File: src/rtl/ifetch32_pkg.sv
// Shared types and constants for the ifetch32 instruction fetch sequencer.
// The fetch FSM encoding lives here so the bench and other blocks can share it.
package ifetch32_pkg;

    localparam int FULLW = 32;

    localparam logic [FULLW-1:0] NOP_INSTR   = '0;
    localparam logic [FULLW-1:0] LINK_OFFSET = 32'd4;
    localparam logic [FULLW-1:0] BRANCH_BIAS = 32'd8;

    typedef enum logic [1:0] {
        S_FETCH = 2'd0,
        S_HOLD  = 2'd1,
        S_DROP  = 2'd2
    } fetch_state_t;

    // Branch offsets are relative to the branch address plus 8 (pipeline lookahead).
    function automatic logic [FULLW-1:0] branch_target(input logic [FULLW-1:0] pc,
                                                       input logic [FULLW-1:0] offset);
        return pc + BRANCH_BIAS + offset;
    endfunction

endpackage

File: src/rtl/ifetch32.sv
// Instruction fetch / PC sequencer: single-outstanding fetch to instruction memory,
// feeds the decode slot, redirects on taken branches and produces the r14 link value.
module ifetch32
    import ifetch32_pkg::*;
#(
    parameter logic [FULLW-1:0] RESET_PC = 32'h0000_0000,
    parameter int unsigned      PC_STEP  = 4
) (
    input  logic             clk,
    input  logic             rst_n,
    output logic             imem_req,
    output logic [FULLW-1:0] imem_addr,
    input  logic [FULLW-1:0] imem_rdata,
    input  logic             imem_valid,
    input  logic             stall,
    input  logic             ib_in,
    input  logic             bl_in,
    input  logic [FULLW-1:0] bv_in,
    output logic [FULLW-1:0] iout,
    output logic             ispb_out,
    output logic [FULLW-1:0] dec_pc,
    output logic [FULLW-1:0] link_out,
    output logic             link_we
);

    localparam logic [FULLW-1:0] STEP = FULLW'(PC_STEP);

    fetch_state_t     state_q, state_d;
    logic             active_q;
    logic [FULLW-1:0] fetch_pc_q, fetch_pc_d;
    logic [FULLW-1:0] drop_addr_q, drop_addr_d;
    logic [FULLW-1:0] hold_buf_q, hold_buf_d;
    logic [FULLW-1:0] iout_q, iout_d;
    logic [FULLW-1:0] dec_pc_q, dec_pc_d;
    logic             ispb_q, ispb_d;
    logic [FULLW-1:0] link_q, link_d;
    logic             link_we_q, link_we_d;
    logic             fire;
    logic             take;
    logic             deliver;

    // active_q keeps req low for the first cycle after reset release.
    assign imem_req  = active_q && (state_q != S_HOLD);
    assign imem_addr = (state_q == S_DROP) ? drop_addr_q : fetch_pc_q;
    assign fire      = imem_req && imem_valid;
    assign take      = ib_in && !stall && (state_q != S_DROP);

    assign iout     = iout_q;
    assign ispb_out = ispb_q;
    assign dec_pc   = dec_pc_q;
    assign link_out = link_q;
    assign link_we  = link_we_q;

    always_comb begin
        state_d     = state_q;
        fetch_pc_d  = fetch_pc_q;
        drop_addr_d = drop_addr_q;
        hold_buf_d  = hold_buf_q;
        iout_d      = iout_q;
        dec_pc_d    = dec_pc_q;
        ispb_d      = ispb_q;
        link_d      = link_q;
        link_we_d   = 1'b0;
        deliver     = 1'b0;

        if (take) begin
            fetch_pc_d = branch_target(dec_pc_q, bv_in);
            iout_d     = NOP_INSTR;
            ispb_d     = 1'b1;
            if (bl_in) begin
                link_d    = dec_pc_q + LINK_OFFSET;
                link_we_d = 1'b1;
            end
            // A still-pending wrong-path fetch must complete before the target is requested.
            if ((state_q == S_FETCH) && imem_req && !imem_valid) begin
                state_d     = S_DROP;
                drop_addr_d = fetch_pc_q;
            end else begin
                state_d = S_FETCH;
            end
        end else begin
            case (state_q)
                S_FETCH: begin
                    if (fire && !stall) begin
                        deliver = 1'b1;
                    end else if (fire) begin
                        hold_buf_d = imem_rdata;
                        state_d    = S_HOLD;
                    end else if (!stall) begin
                        iout_d = NOP_INSTR;
                    end
                end
                S_HOLD: begin
                    if (!stall) begin
                        deliver = 1'b1;
                        state_d = S_FETCH;
                    end
                end
                S_DROP: begin
                    if (fire) begin
                        state_d = S_FETCH;
                    end
                    if (!stall) begin
                        iout_d = NOP_INSTR;
                    end
                end
                default: state_d = S_FETCH;
            endcase
        end

        if (deliver) begin
            iout_d     = (state_q == S_HOLD) ? hold_buf_q : imem_rdata;
            dec_pc_d   = fetch_pc_q;
            fetch_pc_d = fetch_pc_q + STEP;
            ispb_d     = 1'b0;
        end
    end

    always_ff @(posedge clk or negedge rst_n) begin
        if (!rst_n) begin
            state_q     <= S_FETCH;
            active_q    <= 1'b0;
            fetch_pc_q  <= RESET_PC;
            drop_addr_q <= RESET_PC;
            hold_buf_q  <= NOP_INSTR;
            iout_q      <= NOP_INSTR;
            dec_pc_q    <= '0;
            ispb_q      <= 1'b0;
            link_q      <= '0;
            link_we_q   <= 1'b0;
        end else begin
            state_q     <= state_d;
            active_q    <= 1'b1;
            fetch_pc_q  <= fetch_pc_d;
            drop_addr_q <= drop_addr_d;
            hold_buf_q  <= hold_buf_d;
            iout_q      <= iout_d;
            dec_pc_q    <= dec_pc_d;
            ispb_q      <= ispb_d;
            link_q      <= link_d;
            link_we_q   <= link_we_d;
        end
    end

endmodule

File: config.mk
export PLATFORM = sky130hd
export DESIGN_NAME = ifetch32
export DESIGN_NICKNAME = d
export VERILOG_FILES = /design/src/rtl/ifetch32_pkg.sv /design/src/rtl/ifetch32.sv
export SDC_FILE = /design/constraint.sdc
export NUM_CORES = 1
export LEC_CHECK = 0
export BUFFER_PORTS_ARGS = -buffer_cell sky130_fd_sc_hd__buf_4
export CAP_MARGIN = 20
export CORE_UTILIZATION = 60
export CTS_BUF_LIST = sky130_fd_sc_hd__clkbuf_8
export DETAILED_ROUTE_END_ITERATION = 10
export PLACE_DENSITY = 0.85
export SLEW_MARGIN = 10
export SYNTH_ARGS = -nofsm -noshare
export SYNTH_HDL_FRONTEND = slang
export SYNTH_SLANG_ARGS = --single-unit
File: constraint.sdc
create_clock -name clk -period 4.7 [get_ports clk]
set_input_delay 0.94 -clock clk [delete_from_list [all_inputs] [get_ports clk]]
set_output_delay 0.94 -clock clk [all_outputs]
set_load 0.02 [all_outputs]
# Word-level counts from Yosys, hierarchy flattened
# Cells that the tools add are included.
[totals]
register_bits = 197
in_bits = 70
out_inout_bits = 131
word_cells = 68
[op_classes]
addsub = 4
eq_ne = 10
muxes = 25
bitwise_logic = 2
reduce_logical = 17
[ops]
columns = ["op", "count"]
rows = [
  ["$mux W32", 9],
  ["$add A32 B3 Y32 const B", 2],
  ["$pmux W32 S2", 1],
  ["$add A32 B32 Y32", 1],
  ["$add A32 B4 Y32 const B", 1],
  ["$mux W2", 6],
  ["$ne A3 B3 Y1 const B", 4],
  ["$ne A4 B4 Y1 const B", 2],
  ["$reduce_and A4 Y1", 2],
  ["$logic_and A1 B1 Y1", 7],
  ["$mux W1", 7],
  ["$pmux W2 S3", 1],
  ["$reduce_and A2 Y1", 2],
  ["$reduce_bool A4 Y1", 1],
  ["$reduce_and A3 Y1", 1],
  ["$eq A2 B1 Y1 const B", 1],
  ["$eq A2 B2 Y1 const B", 1],
  ["$logic_not A1 Y1", 2],
  ["$logic_not A2 Y1", 1],
  ["$ne A2 B1 Y1 const B", 1],
  ["$ne A2 B2 Y1 const B", 1],
  ["$not A1 Y1", 2],
  ["$pmux W1 S2", 1],
  ["$reduce_bool A2 Y1", 1],
]

# Longest topological paths before layout
[depth]
ltp_word = 9
depth_mapped = 12
ltp_nobuf = 12

# Worst setup path before layout
# Ideal clock, no wire load.
[synth_path]
kind = "input-to-reg"
from = "in bv_in[6]"
to = "reg fetch_pc_q[24]"
setup_ps = 137
arrival_time_ps = 3132
t_required_ps = 4563
path_slack_ps = 1431
stages = 10
n_path_buf = 0
path_cell_list = "ha_1 > ha_1 > a2111oi_0 > o21ai_1 > a21o_1 > a311o_1 > a31oi_4 > o21ai_1 > xnor2_1 > a21oi_1"
[synth_between]
elab_chain_len = 3
[synth_rtl]
columns = ["item", "line", "source"]
rows = [
  ["start, declared", "ifetch32.sv:18", "input logic [FULLW-1:0] bv_in,"],
  ["$add A32 B32 Y32", "ifetch32_pkg.sv:20", "return pc + BRANCH_BIAS + offset;"],
  ["$mux W32", "ifetch32.sv:66", "if (take) begin"],
  ["$mux W32", "ifetch32.sv:111", "if (deliver) begin"],
  ["end signal, assigned", "ifetch32.sv:134", "fetch_pc_q <= fetch_pc_d;"],
  ["end, declared", "ifetch32.sv:30", "logic [FULLW-1:0] fetch_pc_q, fetch_pc_d;"],
]
# Every way passes these cells. The select of a mux whose other input is x is not followed.
# A chain may end at the register's enable or synchronous reset.

# Worst setup path in the final report
[layout_path]
from = "reg state_q[1]"
to = "out imem_addr[9]"
[layout_between]
elab_chain_len = 2
[layout_rtl]
columns = ["item", "line", "source"]
rows = [
  ["start, declared", "ifetch32.sv:28", "fetch_state_t state_q, state_d;"],
  ["start signal, assigned", "ifetch32.sv:132", "state_q <= state_d;"],
  ["$eq A2 B2 Y1", "ifetch32.sv:44", "assign imem_addr = (state_q == S_DROP) ? drop_addr_q : fetch_pc_q;"],
  ["$mux W32", "ifetch32.sv:44", ""],
  ["end, declared", "ifetch32.sv:12", "output logic [FULLW-1:0] imem_addr,"],
]
# Every way passes these cells.

==> results.md <==
- Remaining Overflow, GRT: 0
- Syn_nets: between 1000 and 1500
- CTS tree: yes
- Share of the core filled with cells: 0.732
- Num CTS Buffers: 17
- Placement Rows: 49
- Avg WL per Cell: between 15 and 20 um
- H-tree Lvls: 4
- DR pass1 iterations: 9
- Port buffer count: 200
- Tcrit/Tclk final: 0.678
- GRT Util Overall: 0.298
- Sequential-to-total area share from yosys stat: 0.441
- R2R Setup Slk: 1.61 ns
- Total Wirelength: around 28 mm
- Distinct cells, synth: 72
- WP data required: approximately 3.8 ns
- Critical setup path kind: register to output pin
- Vias in the first global route: 9105
- Clk slew on worst S/H paths: approximately 0.12 ns
- Arr. time, crit path: about 2.2 ns
- Largest net degree at the start of global routing: between 100 and 150
- Yosys top cell area share: 0.441
- Worst Hold Class: register to register
- Min-Delay Path Depth: 2
- Period minus WS final: between 3 and 4 ns
- Flop pwr share: 0.361
- Main synth FF type: dfrtp_1
- Fin. max-slew vios: 0
- Antenna viol nets, final: 0
- Number of flops mapped to enable cells by yosys: 0
- # hold bufs at CTS: 0
- Yosys warning total: 0
- Crit end category: output pin
- Die width: ~140 um
- Unrepaired setup endpoints after global routing: false
- NumNets Final: approximately 1500
- Via-to-Cell Ratio: between 5 and 6
- Clock Power Share: 0.139
- Fill cells: 1366
- Syn_area_per_cell: a little under 10 um^2
- Cells after synthesis: 1144
- Synth Cell Area: 11200 um^2
- Failing checks: DRC
- Top cells by count, synth: nand2_1, dfrtp_1, o21ai_0
- Endpoint, Worst Hold: iout[17]
- DR vias: about 9200
- Dpl cell area: around 13000 um^2
- Clk_lat worst skew: 0.48 ns
- Worst hold slack: just under 0.5 ns
- Combinational Power Share: 0.500
- Placed Instances: 1526
- Dominant cell by count in the synthesized netlist: nand2_1
- RR Endpoint: fetch_pc_q[29]
- Die ar.: ~19000 um^2
- Post-route DRC violation count: 22
- Layout Skew: between 0.01 and 0.015 ns
- Slew @ Worst Pin: 0.931 ns
- Top-Level Pins: around 200
- Number of antenna violations at the first check in global routing: 0
- Setup TNS: 0 ns
- Internal power of the cells: 4.66 mW
- Net Sw Power: approximately 3.7 mW
- Setup crit start kind: register
- Core area: ~18000 um^2
- Maximum vdd ir drop: between 0.4 and 0.5 mV
- Sink Count: between 150 and 200
- R2r startpoint: dec_pc[6]
- Setup Buffers After CTS: 0
- Crit Path Max Fanout: 34
- CTS root buffer: clkbuf_8
- Deepest clock path buffer count: 2
- Die H: 139 um
- Final Non-Filler Cells: about 1600
- Yosys reg bits: ~200
- Final hold viol count: 0
- Post-synth ARST share: 1.00
- Layout cells sized above 1: 0.277
- Power per Cell Area: around 630 nW/um^2
- Beginning of the worst hold path: iout[17]
- DR iter-0 viols: 587
- First-pass GRT wire length: between 40 and 50 mm
- ANT cells: 0
- Leak Pwr: approximately 6.2 nW
- HPWL Detailed: approximately 20 mm
- Top cells by area, synth: dfrtp_1, mux2_2, nand2_1, ha_1, o21ai_0
- Initial core utilization: 0.618
- Number of max-cap violations: 0
- Post-route cell area: about 13000 um^2
- # setup viols final: 0
- FF-to-FF path depth: 9
- Synth area leader: dfrtp_1
- Fmax: 0.314 GHz
- Status: complete, but fails checks
- Area grow syn2layout: 18.3%
- GP Congestion: about 0.87
- Resize count post-CTS: 0
- Sw Share: 0.443
- Slew HR: 0.379
[worst max path at each step]
stage / endpoint / slack (ns) / startpoint
global placement: fetch_pc_q[29] / 1.13 / bv_in[6]
finish: imem_addr[9] / 1.52 / state_q[1]
global route: fetch_pc_q[29] / 1.33 / bv_in[6]
CTS: imem_addr[9] / 1.50 / state_q[1]
floorplan: fetch_pc_q[24] / 1.43 / bv_in[6]
detailed placement: fetch_pc_q[29] / 1.08 / bv_in[6]
[final cells by class]
type | count | area, um^2 | area share
Multi-Input combinational cell | 865 | 5890 | 0.445
Sequential cell | 197 | 4930 | 0.373
Timing Repair Buffer | 216 | 1630 | 0.123
Tap cell | 229 | 287 | 0.0217
Clock buffer | 18 | 248 | 0.0187
Clock inverter | 14 | 174 | 0.0131
Inverter | 19 | 71.3 | 0.00539
[routing by layer]
metal / up-vias / GRT usage / wire length [um] / part of all wire
met5: - / 0 / 0 / 0
li1: 4391 / - / - / -
met3: 46 / 0.0457 / 1280 / 0.046
met1: 4470 / 0.382 / 11600 / 0.42
met2: 255 / 0.515 / 13900 / 0.51
met4: 0 / 0.106 / 687 / 0.025
[through the flow]
step | setup WS, ns | power (mW)
floorplan | 1.43 | 5.80
global placement | 1.13 | 7.10
detailed placement | 1.08 | 7.22
CTS | 1.50 | 8.39
global route | 1.33 | 8.94
finish | 1.52 | 8.37
[critical path, stage by stage, from the launching register on]
cell and delay, ns:
dfrtp_1 0.58, nor2b_2 0.21, buf_4 0.39, mux2_2 0.41, buf_4 0.16
[flip-flops by register name, indices dropped and copies added, names as in the netlist]
signal	count
active_q	1
dec_pc	32
drop_addr_q	32
fetch_pc_q	32
hold_buf_q	32
iout	32
ispb_out	1
link_out	32
link_we	1
state_q	2
[cells in the final DEF (no fill, tap or decap), types with 4 or more instances in the layout]
| cell type | synthesis | layout |
|---|---|---|
| a21oi_1 | 66 | 66 |
| a21o_1 | 12 | 12 |
| nand4_1 | 16 | 16 |
| dfrtp_1 | 197 | 197 |
| a211oi_1 | 7 | 7 |
| mux2_2 | 95 | 95 |
| o21ai_0 | 108 | 108 |
| o211ai_1 | 5 | 5 |
| o221ai_1 | 4 | 4 |
| inv_1 | 19 | 19 |
| nand2_1 | 223 | 223 |
| xor2_1 | 25 | 25 |
| xnor2_1 | 30 | 30 |
| nor2_1 | 35 | 35 |
| and4_1 | 5 | 5 |
| nor4_1 | 4 | 4 |
| and3_1 | 10 | 10 |
| mux2i_1 | 32 | 32 |
| nand2b_1 | 5 | 5 |
| nand3_1 | 24 | 24 |
| nor2b_1 | 6 | 4 |
| a31oi_1 | 8 | 8 |
| clkbuf_8 | 2 | 19 |
| o21ai_1 | 9 | 8 |
| ha_1 | 63 | 63 |
| inv_8 | 0 | 4 |
| o22ai_1 | 8 | 8 |
| o21a_1 | 4 | 4 |
| nor3_1 | 10 | 10 |
| buf_4 | 0 | 215 |
[power groups by stage]
stage          Combinational, mW  Clock [mW]  Sequential, mW
6_report                    4.18        1.16            3.02
5_1_grt                     4.58        1.24            3.13
4_1_cts                     4.19        1.18            3.02
3_5_place_dp                4.17           0            3.05
3_3_place_gp                4.08           0            3.02
2_1_floorplan               2.65           0            3.15
[kinds of logic after synthesis]
family	Yosys count	share of synthesized area
other cells	1	0.000335
buf+inv	82	0.0342
compound gates	261	0.141
xor+xnor	55	0.0431
simple gates	356	0.143
mux	128	0.125
flops	197	0.441
fa+ha+maj	64	0.0723
(Power assumes the default switching activity.)
